--- src/rtl/csr_reg_responder_if.sv ---
// Bus2Reg request channel between the APB slave (master side) and the register responder.
interface csr_reg_responder_if #(
    parameter int DATA_WIDTH = 32,
    parameter int ADDR_WIDTH = 11
);
    logic                  bus_req;
    logic                  bus_req_is_wr;
    logic [ADDR_WIDTH-1:0] bus_addr;
    logic [DATA_WIDTH-1:0] bus_wr_data;
    logic [DATA_WIDTH-1:0] bus_wr_biten;
    logic                  bus_req_stall_wr;
    logic                  bus_req_stall_rd;
    logic                  bus_ready;
    logic                  bus_err;
    logic [DATA_WIDTH-1:0] bus_rd_data;

    modport master (
        output bus_req, bus_req_is_wr, bus_addr, bus_wr_data, bus_wr_biten,
        output bus_req_stall_wr, bus_req_stall_rd,
        input  bus_ready, bus_err, bus_rd_data
    );

    modport slave (
        input  bus_req, bus_req_is_wr, bus_addr, bus_wr_data, bus_wr_biten,
        input  bus_req_stall_wr, bus_req_stall_rd,
        output bus_ready, bus_err, bus_rd_data
    );
endinterface

--- src/rtl/csr_reg_responder.sv ---
// Register-map responder: NUM_RW read/write control registers plus one read-only
// status word, answering each Bus2Reg request with a single-cycle ready pulse.
module csr_reg_responder #(
    parameter int                    DATA_WIDTH = 32,
    parameter int                    ADDR_WIDTH = 11,
    parameter int                    NUM_RW     = 8,
    parameter int                    RD_WAIT    = 0,
    parameter logic [DATA_WIDTH-1:0] RESET_VAL  = '0
) (
    input  logic                         clk,
    input  logic                         rst,
    csr_reg_responder_if.slave           bus,
    input  logic [DATA_WIDTH-1:0]        hw_status,
    output logic [NUM_RW*DATA_WIDTH-1:0] reg_q,
    output logic [NUM_RW-1:0]            reg_wr_pulse
);

    localparam int IW = ADDR_WIDTH - 2;
    localparam logic [IW-1:0] STAT_IDX = IW'(NUM_RW);

    typedef enum logic {
        IDLE,
        PEND
    } state_t;

    state_t                state, state_nxt;
    logic [3:0]            cnt, cnt_nxt, cnt_load;
    logic                  cap_en, complete, stall;

    logic                  cap_wr;
    logic [ADDR_WIDTH-1:0] cap_addr;
    logic [DATA_WIDTH-1:0] cap_data, cap_biten;

    logic                  cur_wr;
    logic [ADDR_WIDTH-1:0] cur_addr;
    logic [DATA_WIDTH-1:0] cur_data, cur_biten;

    logic [IW-1:0]         idx;
    logic                  dec_err;
    logic [DATA_WIDTH-1:0] rd_val;
    logic [DATA_WIDTH-1:0] regs [NUM_RW];

    always_ff @(posedge clk) begin
        if (!rst) begin
            state <= IDLE;
            cnt   <= '0;
        end else begin
            state <= state_nxt;
            cnt   <= cnt_nxt;
        end
    end

    // The accepting edge in IDLE already counts as one unstalled wait cycle,
    // so PEND is entered with the remaining count.
    always_comb begin
        state_nxt = state;
        cnt_nxt   = cnt;
        cap_en    = 1'b0;
        complete  = 1'b0;
        stall     = 1'b0;
        cnt_load  = '0;
        cur_wr    = cap_wr;
        cur_addr  = cap_addr;
        cur_data  = cap_data;
        cur_biten = cap_biten;
        case (state)
            IDLE: begin
                if (bus.bus_req) begin
                    cap_en    = 1'b1;
                    cur_wr    = bus.bus_req_is_wr;
                    cur_addr  = bus.bus_addr;
                    cur_data  = bus.bus_wr_data;
                    cur_biten = bus.bus_wr_biten;
                    stall     = bus.bus_req_is_wr ? bus.bus_req_stall_wr : bus.bus_req_stall_rd;
                    cnt_load  = bus.bus_req_is_wr ? 4'd0 : 4'(RD_WAIT);
                    if (!stall && cnt_load == 4'd0) begin
                        complete = 1'b1;
                    end else begin
                        state_nxt = PEND;
                        cnt_nxt   = stall ? cnt_load : cnt_load - 4'd1;
                    end
                end
            end
            PEND: begin
                stall = cap_wr ? bus.bus_req_stall_wr : bus.bus_req_stall_rd;
                if (!stall) begin
                    if (cnt != 4'd0) begin
                        cnt_nxt = cnt - 4'd1;
                    end else begin
                        complete  = 1'b1;
                        state_nxt = IDLE;
                    end
                end
            end
            default: state_nxt = IDLE;
        endcase
    end

    always_comb begin
        idx     = cur_addr[ADDR_WIDTH-1:2];
        dec_err = (cur_addr[1:0] != 2'b00) || (idx > STAT_IDX) || (cur_wr && idx == STAT_IDX);
    end

    always_comb begin
        rd_val = '0;
        if (idx == STAT_IDX) begin
            rd_val = hw_status;
        end else begin
            for (int unsigned i = 0; i < NUM_RW; i++) begin
                if (idx == IW'(i)) rd_val = regs[i];
            end
        end
    end

    always_ff @(posedge clk) begin
        if (!rst) begin
            cap_wr           <= 1'b0;
            cap_addr         <= '0;
            cap_data         <= '0;
            cap_biten        <= '0;
            bus.bus_ready    <= 1'b0;
            bus.bus_err      <= 1'b0;
            bus.bus_rd_data  <= '0;
            reg_wr_pulse     <= '0;
            for (int unsigned i = 0; i < NUM_RW; i++) regs[i] <= RESET_VAL;
        end else begin
            if (cap_en) begin
                cap_wr    <= bus.bus_req_is_wr;
                cap_addr  <= bus.bus_addr;
                cap_data  <= bus.bus_wr_data;
                cap_biten <= bus.bus_wr_biten;
            end
            bus.bus_ready   <= complete;
            bus.bus_err     <= complete && dec_err;
            bus.bus_rd_data <= (complete && !cur_wr && !dec_err) ? rd_val : '0;
            reg_wr_pulse    <= '0;
            if (complete && cur_wr && !dec_err) begin
                for (int unsigned i = 0; i < NUM_RW; i++) begin
                    if (idx == IW'(i)) begin
                        regs[i]         <= (regs[i] & ~cur_biten) | (cur_data & cur_biten);
                        reg_wr_pulse[i] <= 1'b1;
                    end
                end
            end
        end
    end

    always_comb begin
        reg_q = '0;
        for (int unsigned i = 0; i < NUM_RW; i++) reg_q[i*DATA_WIDTH +: DATA_WIDTH] = regs[i];
    end

endmodule
--- src/flat_wrapper.sv ---
// flat-port wrapper written by rule: the top's interface ports become plain ports
module csr_reg_responder_flat 
#(
    parameter int                    DATA_WIDTH = 32,
    parameter int                    ADDR_WIDTH = 11,
    parameter int                    NUM_RW     = 8,
    parameter int                    RD_WAIT    = 0,
    parameter logic [DATA_WIDTH-1:0] RESET_VAL  = '0
)
  (clk, rst, hw_status, reg_q, reg_wr_pulse, bus_bus_req, bus_bus_req_is_wr, bus_bus_addr, bus_bus_wr_data, bus_bus_wr_biten, bus_bus_req_stall_wr, bus_bus_req_stall_rd, bus_bus_ready, bus_bus_err, bus_bus_rd_data);
  csr_reg_responder_if #(.DATA_WIDTH(DATA_WIDTH), .ADDR_WIDTH(ADDR_WIDTH)) bus_i ();
  input  logic clk;
  input  logic rst;
  input  logic [DATA_WIDTH-1:0] hw_status;
  output logic [NUM_RW*DATA_WIDTH-1:0] reg_q;
  output logic [NUM_RW-1:0] reg_wr_pulse;
  input wire logic [$bits(bus_i.bus_req)-1:0] bus_bus_req;
  input wire logic [$bits(bus_i.bus_req_is_wr)-1:0] bus_bus_req_is_wr;
  input wire logic [$bits(bus_i.bus_addr)-1:0] bus_bus_addr;
  input wire logic [$bits(bus_i.bus_wr_data)-1:0] bus_bus_wr_data;
  input wire logic [$bits(bus_i.bus_wr_biten)-1:0] bus_bus_wr_biten;
  input wire logic [$bits(bus_i.bus_req_stall_wr)-1:0] bus_bus_req_stall_wr;
  input wire logic [$bits(bus_i.bus_req_stall_rd)-1:0] bus_bus_req_stall_rd;
  output wire logic [$bits(bus_i.bus_ready)-1:0] bus_bus_ready;
  output wire logic [$bits(bus_i.bus_err)-1:0] bus_bus_err;
  output wire logic [$bits(bus_i.bus_rd_data)-1:0] bus_bus_rd_data;
  assign bus_i.bus_req = bus_bus_req;
  assign bus_i.bus_req_is_wr = bus_bus_req_is_wr;
  assign bus_i.bus_addr = bus_bus_addr;
  assign bus_i.bus_wr_data = bus_bus_wr_data;
  assign bus_i.bus_wr_biten = bus_bus_wr_biten;
  assign bus_i.bus_req_stall_wr = bus_bus_req_stall_wr;
  assign bus_i.bus_req_stall_rd = bus_bus_req_stall_rd;
  assign bus_bus_ready = bus_i.bus_ready;
  assign bus_bus_err = bus_i.bus_err;
  assign bus_bus_rd_data = bus_i.bus_rd_data;
  csr_reg_responder #(.DATA_WIDTH(DATA_WIDTH), .ADDR_WIDTH(ADDR_WIDTH), .NUM_RW(NUM_RW), .RD_WAIT(RD_WAIT), .RESET_VAL(RESET_VAL)) u_core (.clk(clk), .rst(rst), .bus(bus_i), .hw_status(hw_status), .reg_q(reg_q), .reg_wr_pulse(reg_wr_pulse));
endmodule
--- config.mk ---
export PLATFORM = sky130hd
export DESIGN_NAME = csr_reg_responder_flat
export DESIGN_NICKNAME = d
export VERILOG_FILES = /design/src/rtl/csr_reg_responder_if.sv /design/src/rtl/csr_reg_responder.sv /design/src/flat_wrapper.sv
export SDC_FILE = /design/constraint.sdc
export NUM_CORES = 1
export LEC_CHECK = 0
export ABC_AREA = 1
export CORE_MARGIN = 2
export CORE_UTILIZATION = 63
export CTS_CLUSTER_DIAMETER = 100
export DETAILED_ROUTE_END_ITERATION = 6
export DONT_BUFFER_PORTS = 1
export PLACE_DENSITY = 0.8
export RECOVER_POWER = 25
export REMOVE_ABC_BUFFERS = 1
export SETUP_SLACK_MARGIN = 0.5
export SYNTH_ARGS = -nofsm -noshare
export SYNTH_HDL_FRONTEND = slang
export SYNTH_SLANG_ARGS = --single-unit
--- constraint.sdc ---
create_clock -name clk -period 6.75 [get_ports clk]
set_input_delay 1.35 -clock clk [delete_from_list [all_inputs] [get_ports clk]]
set_output_delay 1.35 -clock clk [all_outputs]
set_load 0.02 [all_outputs]
# ---- After elaboration in Yosys (flattened, before gate mapping)
# Memories as Yosys holds them, arrays and structs flattened.
# Index checks and enable logic that the tools add are counted.
dict set report word_totals {
  memories 1
  ff_bits 123
  mem_bits_rw 256
  out_inout_bits 298
  elab_cells 145
  input_bits 113
}
# memory words word_bits read_ports rd_clocked_by_memory_dff write_ports line_no
set memory_table {}
lappend memory_table {u_core.regs 8 32 8 0 8 csr_reg_responder.sv:41} ;# logic [DATA_WIDTH-1:0] regs [NUM_RW];
dict set report op_classes {
  n_addsub 1
  eq_ne 12
  n_lt_le_gt_ge 1
  reduce_logical 16
  bitwise_logic 27
  n_mux 77
}
# operator n
set ops {}
lappend ops {{32-bit two-way mux} 21}
lappend ops {{32-bit AND} 9}
lappend ops {{32-bit OR} 8}
lappend ops {{1-bit two-way mux} 47}
lappend ops {{9-bit by 3-bit == test with 1-bit output, second input constant} 4}
lappend ops {{32-bit NOT} 1}
lappend ops {{11-bit two-way mux} 2}
lappend ops {{9-bit by 2-bit == test with 1-bit output, second input constant} 2}
lappend ops {{4-bit two-way mux} 4}
lappend ops {{9-bit by 1-bit == test with 1-bit output, second input constant} 1}
lappend ops {{9-bit by 4-bit == test with 1-bit output, second input constant} 1}
lappend ops {{9-bit by 4-bit greater-than comparator with 1-bit output, second input constant} 1}
lappend ops {{9-bit logical NOT} 1}
lappend ops {{1-bit OR} 8}
lappend ops {{4-bit one-hot mux with 2 select lines} 1}
lappend ops {{1-bit logical AND} 6}
lappend ops {{2-bit != test, second input constant} 3}
lappend ops {{1-bit one-hot mux with 2 select lines} 2}
lappend ops {{2-bit AND reduction} 2}
lappend ops {{4-bit AND reduction} 1}
lappend ops {{4-bit nonzero test} 1}
lappend ops {{4-bit by 1-bit subtractor with 4-bit output, second input constant} 1}
lappend ops {{1-bit logical NOT} 2}
lappend ops {{1-bit logical OR} 2}
lappend ops {{other kinds (3)} 3}

# ---- Logic depth before layout (Yosys ltp)
dict set report depth {
  word_depth 12
  ltp_mapped 17
  depth_no_buf 15
}

# ---- Worst setup path before layout
# OpenSTA, ideal clock, no wires.
dict set report synth_timing {
  kind {input to register}
  startpoint {input bus_bus_req}
  endpoint {memory u_core.regs[0][0] (enable)}
  path_stages 14
  n_path_buf 3
  required_ns 6.284
  path_slack_ns 1.186
  setup_ns 0.466
  arrival_time_ns 5.099
  path_cell_list {buf_4 nand2_2 buf_6 nand2_1 nand2_1 nand2_1 nor2_1 nand3_2 o21ai_1 nand2_1 a21oi_2 nand2_2 clkbuf_1 o21ai_0}
}
# element line_no
set synth_rtl {}
lappend synth_rtl {{start, declared} flat_wrapper.sv:17} ;# input wire logic [$bits(bus_i.bus_req)-1:0] bus_bus_req;
lappend synth_rtl {{end, declared} csr_reg_responder.sv:41}

==> metrics.md <==
| Metric | Value |
|---|---|
| Post-synth top area share | `42.0%` |
| Post-CTS Repair Setup Buffers | `0` |
| Final nets | `2342` |
| Top achievable clock speed | `173 MHz` |
| Fin util | `69.6%` |
| R2r endpoint | `u_core.regs[0][206]$_SDFFCE_PN0P_` |
| Die Span X | `175 um` |
| Worst skew pair latency | `0.55 ns` |
| Final Hold Fails | `0` |
| Pins Over Slew Limit | `22` |
| Gr usage total | `37.6%` |
| Setup crit end kind | `flop` |
| DRC Markers | `0` |
| Area leader, netlist | `edfxtp_1` |
| Vias per cell | `5.91` |
| Final Setup Violations | `0` |
| Crit Path Category | `input pin to flop` |
| Top-Level Pins | `411` |
| Avg Cell Area, Syn | `8.04 um2` |
| Failing checks | `max-capacitance violations, max-slew violations` |
| Die area | `0.0305 mm2` |
| Vias post-DR | `15600` |
| Worst Clk Skew | `0.0130 ns` |
| Initial Util | `63.8%` |
| Fraction of layout cells with a size suffix above 1 | `10.2%` |
| H-tree depth | `2` |
| First-pass GRT wire length | `86900 um` |
| Hold Path End | `u_core.cap_addr[0]$_SDFFE_PN0P_` |
| Hold_ws | `0.480 ns` |
| WL per Instance | `22.3 um` |
| Worst r2r path cells | `10` |
| Arr. time, crit path | `5.95 ns` |
| HPWL Detailed | `37700 um` |
| Wirelength, routed | `59000 um` |
| Initial drt markers | `1989` |
| Die Y-Extent | `175 um` |
| Worst hold path type | `flop to flop` |
| Ys async rst share | `0%` |
| Maximum VDD drop | `0.210 mV` |
| RSZ-0062 raised after global routing | `false` |
| Worst Hold Launch | `u_core.cap_addr[0]$_SDFFE_PN0P_` |
| Most frequent cell after synthesis | `nand2_1` |
| P&R area growth vs syn | `9.06%` |
| Number of max-cap violations | `1` |
| Main area contributors after synthesis | `edfxtp_1 (42%), nand2_1 (15%), dfxtp_1 (13%), nor2_1 (7.7%), inv_1 (5.5%)` |
| Row cnt | `62` |
| Post-route insts no fill | `2644` |
| Placed cell count | `2569` |
| Period Utilization, post-route | `85.5%` |
| Buffers on Ports | `0` |
| Clk root buf | `clkbuf_16` |
| Sequential share of the synthesized area | `55.4%` |
| Pin count of the biggest net entering global routing | `100` |
| Synth Cell Area | `0.0183 mm2` |
| Clk sinks | `379` |
| P_leak | `0.00896 uW` |
| Clock Tree Buf Depth | `3` |
| Post-Syn Instances | `2279` |
| RR Startpoint | `u_core.state$_SDFF_PN0_` |
| Worst Path Max Fanout | `33` |
| Cts bufs inserted | `40` |
| Flop-to-flop setup slack | `1.43 ns` |
| CTS resizes | `0` |
| Yosys cell types | `31` |
| #FFs+latches synth | `379` |
| First drt pass iteration count | `7` |
| Worst Hold Depth | `2` |
| Most used DFF post-synth | `edfxtp_1` |
| Final min period | `5.77 ns` |
| Slew HR | `-6.82%` |
| Hold_buf cts | `0` |
| Vias in the first global route | `14600` |
| CTS tree | `yes` |
| Worst slew pin tran | `1.60 ns` |
| Top post-synthesis cells by count | `nand2_1 (711), nor2_1 (378), inv_1 (268)` |
| Antenna Nets Post-Route | `0` |
| GPL Wtd Cong | `0.917` |
| Clock slew at reported path FFs | `0.06 ns` |
| Worst setup SP type | `input pin` |
| CP Launch Point | `bus_bus_req` |
| Syn. warnings | `0` |
| Number of flops mapped to enable cells by yosys | `256` |
| Placeable Area | `0.0287 mm2` |
| Status | `finished, violations left` |
| Grt total ovfl | `0` |
| Antenna violations before repair | `2` |
| Pwr dens | `282 mW/mm2` |
| Required @ worst endpoint | `6.92 ns` |
area by class of cell:
class / instances / area (um2)
inverters: 277 / 1040
diodes: 1 / 2.50
clock buffers: 56 / 1170
multi-input cells: 1505 / 6770
fillers: 2248 / 8720
clock inverters: 18 / 186
well taps: 384 / 480
flip-flops and latches: 379 / 10100
repair buffers: 24 / 176
placed cells by master (no fill, tap or decap), types with 43 or more instances in the layout:
cell type  instances
or2_2             66
nand4_1           54
inv_1            269
a21oi_1           76
edfxtp_1         256
nor2_1           372
nand2_1          711
dfxtp_1          123
o21ai_1           43
nand3_1           44
worst max-delay path, stage by stage:
cell,delay (ns)
inv_1,0.03
nor2_1,1.01
nand2_1,0.14
nand2_1,0.14
nand2_1,0.09
nor2_4,0.71
nand2_1,0.33
nor2_4,0.87
inv_1,0.25
o21ai_4,0.45
buf_4,0.54
flip-flops by register name, summed over array words and instances (netlist names):
register,count
u_core.regs,256
u_core.bus.bus_ready,1
u_core.cap_biten,32
u_core.cap_addr,11
u_core.bus.bus_err,1
u_core.bus.bus_rd_data,32
u_core.cap_wr,1
u_core.cap_data,32
u_core.reg_wr_pulse,8
u_core.cnt,4
u_core.state,1
per-stage QoR:
step                TNS (ns)  setup WS, ns  area [um2]  total power, uW
finish                     0         0.977       20000             5630
global route               0         0.818       20000             5790
CTS                        0          1.76       20000             5610
detailed placement         0          1.21       18600             3370
global placement           0          1.34       18600             3360
floorplan            -121.53        -0.475       17800             3190
kinds of logic after synthesis:
logic type,share of synthesized area [%]
buffers and inverters,8.54
and+or+nand+nor,29.8
AOI/OAI and AO/OA,4.23
muxes,1.86
adders and majority gates,0.137
DFF,55.4
layer usage:
layer / GRT usage [%] / up-vias / routed length, um
met3: 12.4 / 213 / 8670
met4: 17.7 / 0 / 3090
li1: - / 7033 / -
met1: 46.7 / 7194 / 20400
met5: 0 / - / 0
met2: 59.8 / 1187 / 26800
how the worst max path moves through the flow:
stage | endpoint | slack, ns
4_1_cts | u_core.regs[0][206]$_SDFFCE_PN0P_ | 1.76
6_report | u_core.regs[0][206]$_SDFFCE_PN0P_ | 0.98
3_5_place_dp | u_core.regs[0][8]$_SDFFCE_PN0P_ | 1.21
3_3_place_gp | u_core.regs[0][8]$_SDFFCE_PN0P_ | 1.34
2_1_floorplan | u_core.regs[0][0]$_SDFFCE_PN0P_ | -0.47
5_1_grt | u_core.regs[0][206]$_SDFFCE_PN0P_ | 0.82
where the power goes:
group | total (uW) | switching (uW) | internal (uW)
clock network | 2280 | 946 | 1340
logic | 558 | 398 | 160
registers | 2790 | 194 | 2600
total | 5630 | 1540 | 4090
No activity file was read; power rests on OpenSTA's default activity.
